==> src/rtl/num_reg_pkg.sv <==
// Shared defaults, width helpers and event priority for the number register bank.
package num_reg_pkg;

    localparam int WIDTH_DEFAULT = 16;
    localparam int DEPTH_DEFAULT = 4;

    typedef enum logic [1:0] {
        EV_NONE,
        EV_CLEAR,
        EV_STORE,
        EV_VIEW
    } bank_event_e;

    function automatic int ptr_width(input int depth);
        return (depth > 1) ? $clog2(depth) : 1;
    endfunction

    // Count must represent 0..depth inclusive, hence depth + 1 codes.
    function automatic int count_width(input int depth);
        return $clog2(depth + 1);
    endfunction

    // Clear beats store beats view; anything lower in the same cycle is dropped.
    function automatic bank_event_e resolve_event(input logic clear_ev,
                                                  input logic store_ev,
                                                  input logic view_ev);
        if (clear_ev) begin
            return EV_CLEAR;
        end
        if (store_ev) begin
            return EV_STORE;
        end
        if (view_ev) begin
            return EV_VIEW;
        end
        return EV_NONE;
    endfunction

endpackage

==> src/rtl/edge_pulse.sv <==
// Registered rising-edge detector: one-cycle pulse the cycle after a 0->1 level change.
module edge_pulse (
    input  logic clk,
    input  logic reset,
    input  logic level,
    output logic pulse
);

    logic level_q;

    // NOTE: sequential state uses non-blocking assignments so every flop samples pre-edge values.
    always_ff @(posedge clk) begin
        if (reset) begin
            // Loading the live level means a button held through reset never fires.
            level_q <= level;
            pulse   <= 1'b0;
        end else begin
            level_q <= level;
            pulse   <= level & ~level_q;
        end
    end

endmodule

==> src/rtl/num_register_bank.sv <==
// Stores switch values into a circular slot array and lets the user browse them
// newest-to-oldest; disp_value shows the viewed slot and the slot just below it.
module num_register_bank
    import num_reg_pkg::*;
#(
    parameter int WIDTH = WIDTH_DEFAULT,
    parameter int DEPTH = DEPTH_DEFAULT
) (
    input  logic                          clk,
    input  logic                          reset,
    input  logic [WIDTH-1:0]              sw,
    input  logic                          btn_store,
    input  logic                          btn_view,
    input  logic                          btn_clear,
    output logic [2*WIDTH-1:0]            disp_value,
    output logic [ptr_width(DEPTH)-1:0]   view_ptr,
    output logic [count_width(DEPTH)-1:0] count,
    output logic                          full,
    output logic                          store_ack
);

    localparam int PTR_W = ptr_width(DEPTH);
    localparam int CNT_W = count_width(DEPTH);
    localparam logic [PTR_W-1:0] LAST_PTR = PTR_W'(DEPTH - 1);
    localparam logic [CNT_W-1:0] FULL_CNT = CNT_W'(DEPTH);

    typedef logic [WIDTH-1:0] slot_t;

    logic             store_ev;
    logic             view_ev;
    logic             clear_ev;
    bank_event_e      ev;

    slot_t            slot_q [DEPTH];
    slot_t            slot_d [DEPTH];
    logic [PTR_W-1:0] wr_q;
    logic [PTR_W-1:0] wr_d;
    logic [PTR_W-1:0] view_q;
    logic [PTR_W-1:0] view_d;
    logic [PTR_W-1:0] oldest_ptr;
    logic [PTR_W-1:0] newest_ptr;
    logic [CNT_W-1:0] count_q;
    logic [CNT_W-1:0] count_d;
    logic             store_ack_d;
    logic             store_ack_q;
    logic [2*WIDTH-1:0] disp_q;
    int               oldest_sum;

    // DEPTH need not be a power of two, so pointer wrap is explicit.
    function automatic logic [PTR_W-1:0] ptr_inc(input logic [PTR_W-1:0] p);
        return (p == LAST_PTR) ? '0 : p + PTR_W'(1);
    endfunction

    function automatic logic [PTR_W-1:0] ptr_dec(input logic [PTR_W-1:0] p);
        return (p == '0) ? LAST_PTR : p - PTR_W'(1);
    endfunction

    edge_pulse u_store_edge (
        .clk   (clk),
        .reset (reset),
        .level (btn_store),
        .pulse (store_ev)
    );

    edge_pulse u_view_edge (
        .clk   (clk),
        .reset (reset),
        .level (btn_view),
        .pulse (view_ev)
    );

    edge_pulse u_clear_edge (
        .clk   (clk),
        .reset (reset),
        .level (btn_clear),
        .pulse (clear_ev)
    );

    assign ev = resolve_event(clear_ev, store_ev, view_ev);

    // Oldest valid slot sits count positions behind the write pointer.
    always_comb begin
        oldest_sum = int'(wr_q) + DEPTH - int'(count_q);
        oldest_ptr = (oldest_sum >= DEPTH) ? PTR_W'(oldest_sum - DEPTH)
                                           : PTR_W'(oldest_sum);
        newest_ptr = ptr_dec(wr_q);
    end

    // NOTE: every signal gets a hold-value default first, so no path leaves one unassigned (no latches).
    always_comb begin
        slot_d      = slot_q;
        wr_d        = wr_q;
        view_d      = view_q;
        count_d     = count_q;
        store_ack_d = 1'b0;

        case (ev)
            EV_CLEAR: begin
                for (int i = 0; i < DEPTH; i++) begin
                    slot_d[i] = '0;
                end
                wr_d    = '0;
                view_d  = '0;
                count_d = '0;
            end
            EV_STORE: begin
                // When full, wr_q already points at the oldest slot, so this overwrites it.
                slot_d[wr_q] = sw;
                wr_d         = ptr_inc(wr_q);
                view_d       = wr_q;
                if (count_q != FULL_CNT) begin
                    count_d = count_q + CNT_W'(1);
                end
                store_ack_d  = 1'b1;
            end
            EV_VIEW: begin
                if (count_q != '0) begin
                    view_d = (view_q == oldest_ptr) ? newest_ptr : ptr_dec(view_q);
                end
            end
            default: begin
            end
        endcase
    end

    always_ff @(posedge clk) begin
        if (reset) begin
            // NOTE: the slot array is reset explicitly; unwritten slots must read as zero, and it stays flops.
            for (int i = 0; i < DEPTH; i++) begin
                slot_q[i] <= '0;
            end
            wr_q        <= '0;
            view_q      <= '0;
            count_q     <= '0;
            store_ack_q <= 1'b0;
            disp_q      <= '0;
        end else begin
            for (int i = 0; i < DEPTH; i++) begin
                slot_q[i] <= slot_d[i];
            end
            wr_q        <= wr_d;
            view_q      <= view_d;
            count_q     <= count_d;
            store_ack_q <= store_ack_d;
            // Built from next-state values so the display lands with the event, not a cycle later.
            disp_q      <= {slot_d[view_d], slot_d[ptr_dec(view_d)]};
        end
    end

    assign disp_value = disp_q;
    assign view_ptr   = view_q;
    assign count      = count_q;
    assign full       = (count_q == FULL_CNT);
    assign store_ack  = store_ack_q;

endmodule
==> config.mk <==
export PLATFORM = sky130hd
export DESIGN_NAME = num_register_bank
export DESIGN_NICKNAME = d
export VERILOG_FILES = /design/src/rtl/num_reg_pkg.sv /design/src/rtl/edge_pulse.sv /design/src/rtl/num_register_bank.sv
export SDC_FILE = /design/constraint.sdc
export NUM_CORES = 1
export LEC_CHECK = 0
export BUFFER_PORTS_ARGS = -buffer_cell sky130_fd_sc_hd__buf_2
export CAP_MARGIN = 5
export CORE_MARGIN = 5
export CORE_UTILIZATION = 35
export DETAILED_ROUTE_END_ITERATION = 8
export GPL_TIMING_DRIVEN = 0
export PLACE_DENSITY_LB_ADDON = 0.1
export SLEW_MARGIN = 20
export SYNTH_ARGS = -nofsm -noshare
export SYNTH_HDL_FRONTEND = slang
export SYNTH_SLANG_ARGS = --single-unit
==> constraint.sdc <==
create_clock -name clk -period 3.24 [get_ports clk]
set_input_delay 0.81 -clock clk [delete_from_list [all_inputs] [get_ports clk]]
set_output_delay 0.81 -clock clk [all_outputs]
set_load 0.05 [all_outputs]
### After elaboration in Yosys (flattened, before gate mapping)

Cells that the tools add are included.

* add/sub/neg operators: 8
* order comparisons: 5
* equal/unequal tests: 8
* muxes and demuxes: 34
* bitwise gates (word level): 9
* reductions and logical operators: 7

Operators by type and width (number)
* case mux 64 bit (2 select lines): 1
* two-way mux 16 bit: 5
* binary-select mux 16 bit (select 2 bit): 2
* bitwise mux 64 bit: 1
* demux 16 bit (select 2 bit): 1
* two-way mux 2 bit: 13
* >= comparator 3 bit, second input constant: 3
* NOT 2 -> 3 bit: 3
* subtractor 2 x 1 -> 2 bit, second input constant: 4
* two-way mux 1 bit: 7
* equality test 2 bit, second input constant: 3
* zero test 2 bit: 3
* case mux 2 bit (3 select lines): 1
* case mux 3 bit (2 select lines): 1
* >= comparator 5 x 4 -> 1 bit, second input constant: 1
* subtractor 4 x 3 -> 5 bit: 1
* adder 2 x 3 -> 4 bit, second input constant: 1
* case mux 2 bit (2 select lines): 1
* adder 3 x 1 -> 3 bit, second input constant: 1
* bitwise AND 1 bit: 3
* equality test 3 bit, second input constant: 1
* less-than comparator 3 x 1 -> 1 bit, second input constant: 1
* two-way mux 3 bit: 1
* inequality test 3 bit, second input constant: 1
* other kinds (9): 11

* register bits: 110
* output and inout port bits: 39
* word-level logic and storage cells: 86

### Logic depth before layout (Yosys ltp)

* depth in word-level cells: 15
* mapped depth: 12
* depth with buffers taken out: 10

### Modules after synthesis

From an unflattened synthesis, not the netlist that was laid out.

* cells, all modules: 595
* area, all modules: 5044.8 µm²

By module, submodules not included
* num_register_bank: times used 1, cells an instance 586, area each 4887.2 µm², sequential area each 2082.0 µm²
* edge_pulse: times used 3, cells an instance 3, area each 52.6 µm², sequential area each 40.0 µm²

### Least setup slack after synthesis

OpenSTA, ideal clock, no wires.

* path kind: register -> register
* start: register count_q[0], in the netlist count[0]
* end: register disp_q[2], in the netlist disp_value[2]
* arrival time: 2.343 ns
* path slack: 0.822 ns
* cell stages (with the launch flop): 10
* cells stage by stage: dfxtp_1 ha_1 xnor2_1 or3_1 o221ai_1 o21ai_1 or2_1 clkbuf_1 buf_2 o22ai_1

* word-level cells in the longest chain between the ends: 13

Ends and longest elaborated chain
* start, declared: line num_register_bank.sv:42 `logic [CNT_W-1:0] count_q;`
* start signal, assigned: line num_register_bank.sv:143 `count_q <= count_d;`
* subtractor 4 x 3 -> 5 bit: line num_register_bank.sv:83 `oldest_sum = int'(wr_q) + DEPTH - int'(count_q);`
* >= comparator 5 x 4 -> 1 bit or subtractor 2 x 1 -> 2 bit (tied branches): line num_register_bank.sv:84 `oldest_ptr = (oldest_sum >= DEPTH) ? PTR_W'(oldest_sum - DEPTH)`
* two-way mux 2 bit: line num_register_bank.sv:84
* equality test 2 bit: line num_register_bank.sv:118 `view_d = (view_q == oldest_ptr) ? newest_ptr : ptr_dec(view_q);`
* two-way mux 2 bit: line num_register_bank.sv:118
* two-way mux 2 bit (*): line num_register_bank.sv:117 `if (count_q != '0) begin`
* case mux 2 bit (3 select lines) (*): line num_register_bank.sv:97 `case (ev)`
* subtractor 2 x 1 -> 2 bit or zero test 2 bit (tied branches): line num_register_bank.sv:55 `return (p == '0) ? LAST_PTR : p - PTR_W'(1);`
* two-way mux 2 bit (*): line num_register_bank.sv:55
* NOT 2 -> 3 bit (implied by the code) (*): line num_register_bank.sv:146 `disp_q <= {slot_d[view_d], slot_d[ptr_dec(view_d)]};`
* binary-select mux 16 bit (select 2 bit) (*): line num_register_bank.sv:146
* two-way mux 16 bit (implied by the code) (*) (2 in a row): line num_register_bank.sv:146
* end signal, assigned: line num_register_bank.sv:146
* end, declared: line num_register_bank.sv:46 `logic [2*WIDTH-1:0] disp_q;`

Mark *: on every way between the ends. The rest lies on a longest branch, timed or not. The select of a mux whose other input is x is not followed.
A chain may end at the register's enable or synchronous reset.

### Final worst setup path

* start: register u_view_edge.pulse
* end: register disp_q[28], in the netlist disp_value[28]

* word-level cells in the longest chain between the ends: 12

Ends and longest elaborated chain
* start, declared: line edge_pulse.sv:6 `output logic pulse`
* start signal, assigned: line edge_pulse.sv:19 `pulse <= level & ~level_q;`
* two-way mux 1 bit (2 in a row): line num_reg_pkg.sv:33 `if (view_ev) begin`
* two-way mux 1 bit: line num_reg_pkg.sv:30 `if (store_ev) begin`
* two-way mux 2 bit (*): line num_reg_pkg.sv:36 `return EV_NONE;`
* two-way mux 2 bit (*): line num_reg_pkg.sv:33
* two-way mux 2 bit (*): line num_reg_pkg.sv:30
* equality test 2 bit or equality test 2 x 1 -> 1 bit (tied branches): line num_register_bank.sv:97
* case mux 2 bit (3 select lines): line num_register_bank.sv:97
* NOT 2 -> 3 bit (implied by the code): line num_register_bank.sv:146
* binary-select mux 16 bit (select 2 bit) (*): line num_register_bank.sv:146
* two-way mux 16 bit (implied by the code) (*) (2 in a row): line num_register_bank.sv:146

Marks and branches as above.

==> results.py <==
metrics = {
    "synthesis": {
        "yosysSeqAreaShare": 0.440,
        "yosysWarningCount": 0,
        "synth-seq-cells": 110,
        "synth_flop_cell": "dfxtp_1",
        "synth_cell_types": 38,
        "syn_nets": 628,
        "avgSynthCellArea_um2": 8.41,
        "synth_area_um2": 5000,
        "synth-edff-count": 0,
        "synth_cells": 595,
        "async_flop_share": 0,
    },
    "grt": {
        "first_global_vias": 4363,
        "grt_use_total": 0.193,
        "grt_max_degree": 18,
        "antenna_found_initial": 0,
        "grt_pass1_wl_mm": 24.5,
        "gr-total-overflow": 0,
    },
    "die": {
        "num_rows": 43,
        "die_x_um": 130,
        "dieArea_um2": 16800,
        "ios": 60,
        "initial_core_util": 0.359,
        "core_um2": 13900,
        "die_y_um": 130,
    },
    "critical_path": {
        "criticalPathCategory": "flop to flop",
        "critical-path-slowest-cell": "clkbuf_1",
        "cp_max_fo": 10,
        "r2r_cells": 12,
        "cp-end-kind": "flop",
        "cp_slowest_stage_delay_ns": 0.42,
        "r2r_slack_ns": 0.12,
        "worstSetupStartpointType": "flop",
        "worst_ep_required_time_ns": 3.45,
        "cp_common_cell": "clkbuf_1",
        "path_delay_family": "buffers and inverters",
        "timing.rr.start": "u_view_edge.pulse$_SDFF_PP0_",
        "path_cells": "nor2_1, or2_2, ha_1, clkbuf_1, nor2b_1, clkbuf_1, clkbuf_1, nand2_1, o21ai_0, a22o_1, mux2i_1, o22ai_1",
        "arrival_ns": 3.32,
        "cp_num_buf_inv": 3,
        "r2r_end": "disp_value[28]$_SDFF_PP0_",
    },
    "status": {
        "status": "finished clean",
    },
    "routing": {
        "route.met2.wl_mm": 7.07,
        "wl_met3_mm": 1.12,
        "vias_per_cell": 5.35,
        "wl_mm": 15.8,
        "final_antenna_net_count": 0,
        "first_pass_iters": 5,
        "drc_errors": 0,
        "num_vias": 4547,
        "dr.first_iter.drc_count": 429,
        "wire_per_inst_um": 18.6,
        "highest_layer": "met4",
        "m1WireLength_mm": 7.32,
    },
    "sta": {
        "drv_slew": 0,
        "timing.final.ws_setup_ns": 0.124,
        "setup_viol": 0,
        "clock.fmax_mhz": 321,
        "slew_headroom": 0.559,
        "period_share": 0.962,
        "skew_ns": 0.0110,
        "worst_pin_slew_ns": 0.661,
        "grt_setup_unrepaired": "false",
        "min_period_ns": 3.12,
        "fin_tns_setup_ns": 0,
        "hold_viol": 0,
    },
    "clock_network": {
        "h-tree-depth": 3,
        "clockBufferDepth": 2,
        "numCtsBuffers": 9,
        "ctsResizeCount": 0,
        "post_cts_buffers": 0,
        "clk_pin_slew_worst_paths_ns": 0.07,
        "cts_tree": "done",
        "root_buffer": "clkbuf_16",
        "cts_hold_buf": 0,
        "clock_sinks": 110,
        "clock_latency_ns": 0.37,
    },
    "min_path": {
        "min-delay-start": "u_store_edge.level_q$_DFF_P_",
        "hold_class": "flop to flop",
        "min_to": "u_store_edge.pulse$_SDFF_PP0_",
        "min_path_cells": 1,
    },
    "placement": {
        "numPortBuffers": 59,
        "place_ws_ns": 0.253,
        "dp_hpwl_mm": 11.5,
        "routabilityCongestion": 0.833,
    },
    "power_and_ir_drop": {
        "powerDensity_nw_per_um2": 507,
        "p_leak_nw": 2.38,
        "peakVddDrop_uv": 300,
    },
    "cells_and_area": {
        "area_delta_synth_final_pct": 17.1,
        "layout_common_cells": "dfxtp_1 (110), nand2_1 (72), buf_2 (65), o21ai_0 (57), a21oi_1 (54)",
        "final_nets": 698,
        "n_antenna_cell": 0,
        "fillers": 1384,
        "drive_gt1_frac": 0.134,
        "layout_commonest_cell": "dfxtp_1",
    },
    "flow_run": {
        "max_cap_viol_count": 0,
    },
}
registers in the layout (all words and copies together), names as in the netlist, 2 cells and up:
signal,count
view_ptr,2
slot_q,64
wr_q,2
disp_value,32
count,3
cell type report:
| type | count | area (um2) | share of cell area |
|---|---|---|---|
| tap | 180 | 225 | 0.0384 |
| buffer | 49 | 219 | 0.0374 |
| multi-input combinational | 408 | 2480 | 0.423 |
| clock inverter | 5 | 81.3 | 0.0139 |
| sequential | 110 | 2200 | 0.376 |
| clock buffer | 11 | 253 | 0.0431 |
| inverter | 28 | 105 | 0.0179 |
| timing repair buffer | 59 | 295 | 0.0504 |
cells in the mapped netlist (4+ instances only):
library cell,number,share of area
clkbuf_1,34,0.025
o22ai_1,32,0.040
a22o_1,15,0.026
buf_2,6,0.0060
dfxtp_1,110,0.44
o21ai_1,8,0.0080
mux2i_1,47,0.094
a21oi_1,54,0.054
ha_1,12,0.030
nor2b_1,27,0.034
nand3_1,47,0.047
nand2_1,72,0.054
inv_1,28,0.021
nor2_1,10,0.0075
o21ai_0,57,0.057
buf_1,4,0.0030
power breakdown:
part | internal [mW] | leakage [nW] | switching (mW) | total [mW]
clock | 0.720 | 0.162 | 0.518 | 1.24
combinational | 0.0874 | 1.33 | 0.265 | 0.353
sequential | 1.37 | 0.889 | 0.00969 | 1.38
total | 2.18 | 2.38 | 0.793 | 2.97
worst max path at each step:
stage / from / endpoint / slack (ns) / cells after the start
2_1_floorplan: count[0]$_SDFFE_PP0P_ / disp_value[2]$_SDFF_PP0_ / 0.82 / 9
3_3_place_gp: u_view_edge.pulse$_SDFF_PP0_ / disp_value[28]$_SDFF_PP0_ / 0.17 / 12
3_5_place_dp: u_view_edge.pulse$_SDFF_PP0_ / disp_value[28]$_SDFF_PP0_ / 0.25 / 12
4_1_cts: u_view_edge.pulse$_SDFF_PP0_ / disp_value[28]$_SDFF_PP0_ / 0.23 / 12
5_1_grt: u_store_edge.pulse$_SDFF_PP0_ / disp_value[28]$_SDFF_PP0_ / 0.02 / 12
6_report: u_view_edge.pulse$_SDFF_PP0_ / disp_value[28]$_SDFF_PP0_ / 0.12 / 12
cells by family after synthesis:
group / count (synthesis) / synth area share
adders and majority gates: 12 / 0.0300
buffers and inverters: 77 / 0.0645
muxes: 48 / 0.0962
DFF: 110 / 0.440
and+or+nand+nor: 167 / 0.158
xor gates and xnor gates: 4 / 0.00700
AOI/OAI and AO/OA: 177 / 0.205
metrics by stage:
step	util	instance area [um2]	power, mW	std cells	hold slack [ns]
2_1_floorplan	-	5000	1.62	595	0.373
3_3_place_gp	0.397	5530	1.76	834	0.380
3_5_place_dp	0.397	5530	1.76	834	0.385
4_1_cts	0.420	5860	3.00	850	0.395
5_1_grt	0.421	5860	3.08	850	0.405
6_report	0.421	5860	2.97	850	0.392
worst register-to-register path, stage by stage (launching register included):
cell      delay, ns
dfxtp_1        0.33
nor2_1         0.04
or2_2          0.30
ha_1           0.28
clkbuf_1       0.42
nor2b_1        0.09
clkbuf_1       0.22
clkbuf_1       0.29
nand2_1        0.12
o21ai_0        0.08
a22o_1         0.22
mux2i_1        0.37
o22ai_1        0.20
per-layer routing:
layer / up-vias / GRT usage
met5: - / 0
met4: 0 / 0.0703
met3: 14 / 0.0313
met2: 165 / 0.301
met1: 2138 / 0.271
li1: 2230 / -
No activity file was read; power rests on OpenSTA's default activity.
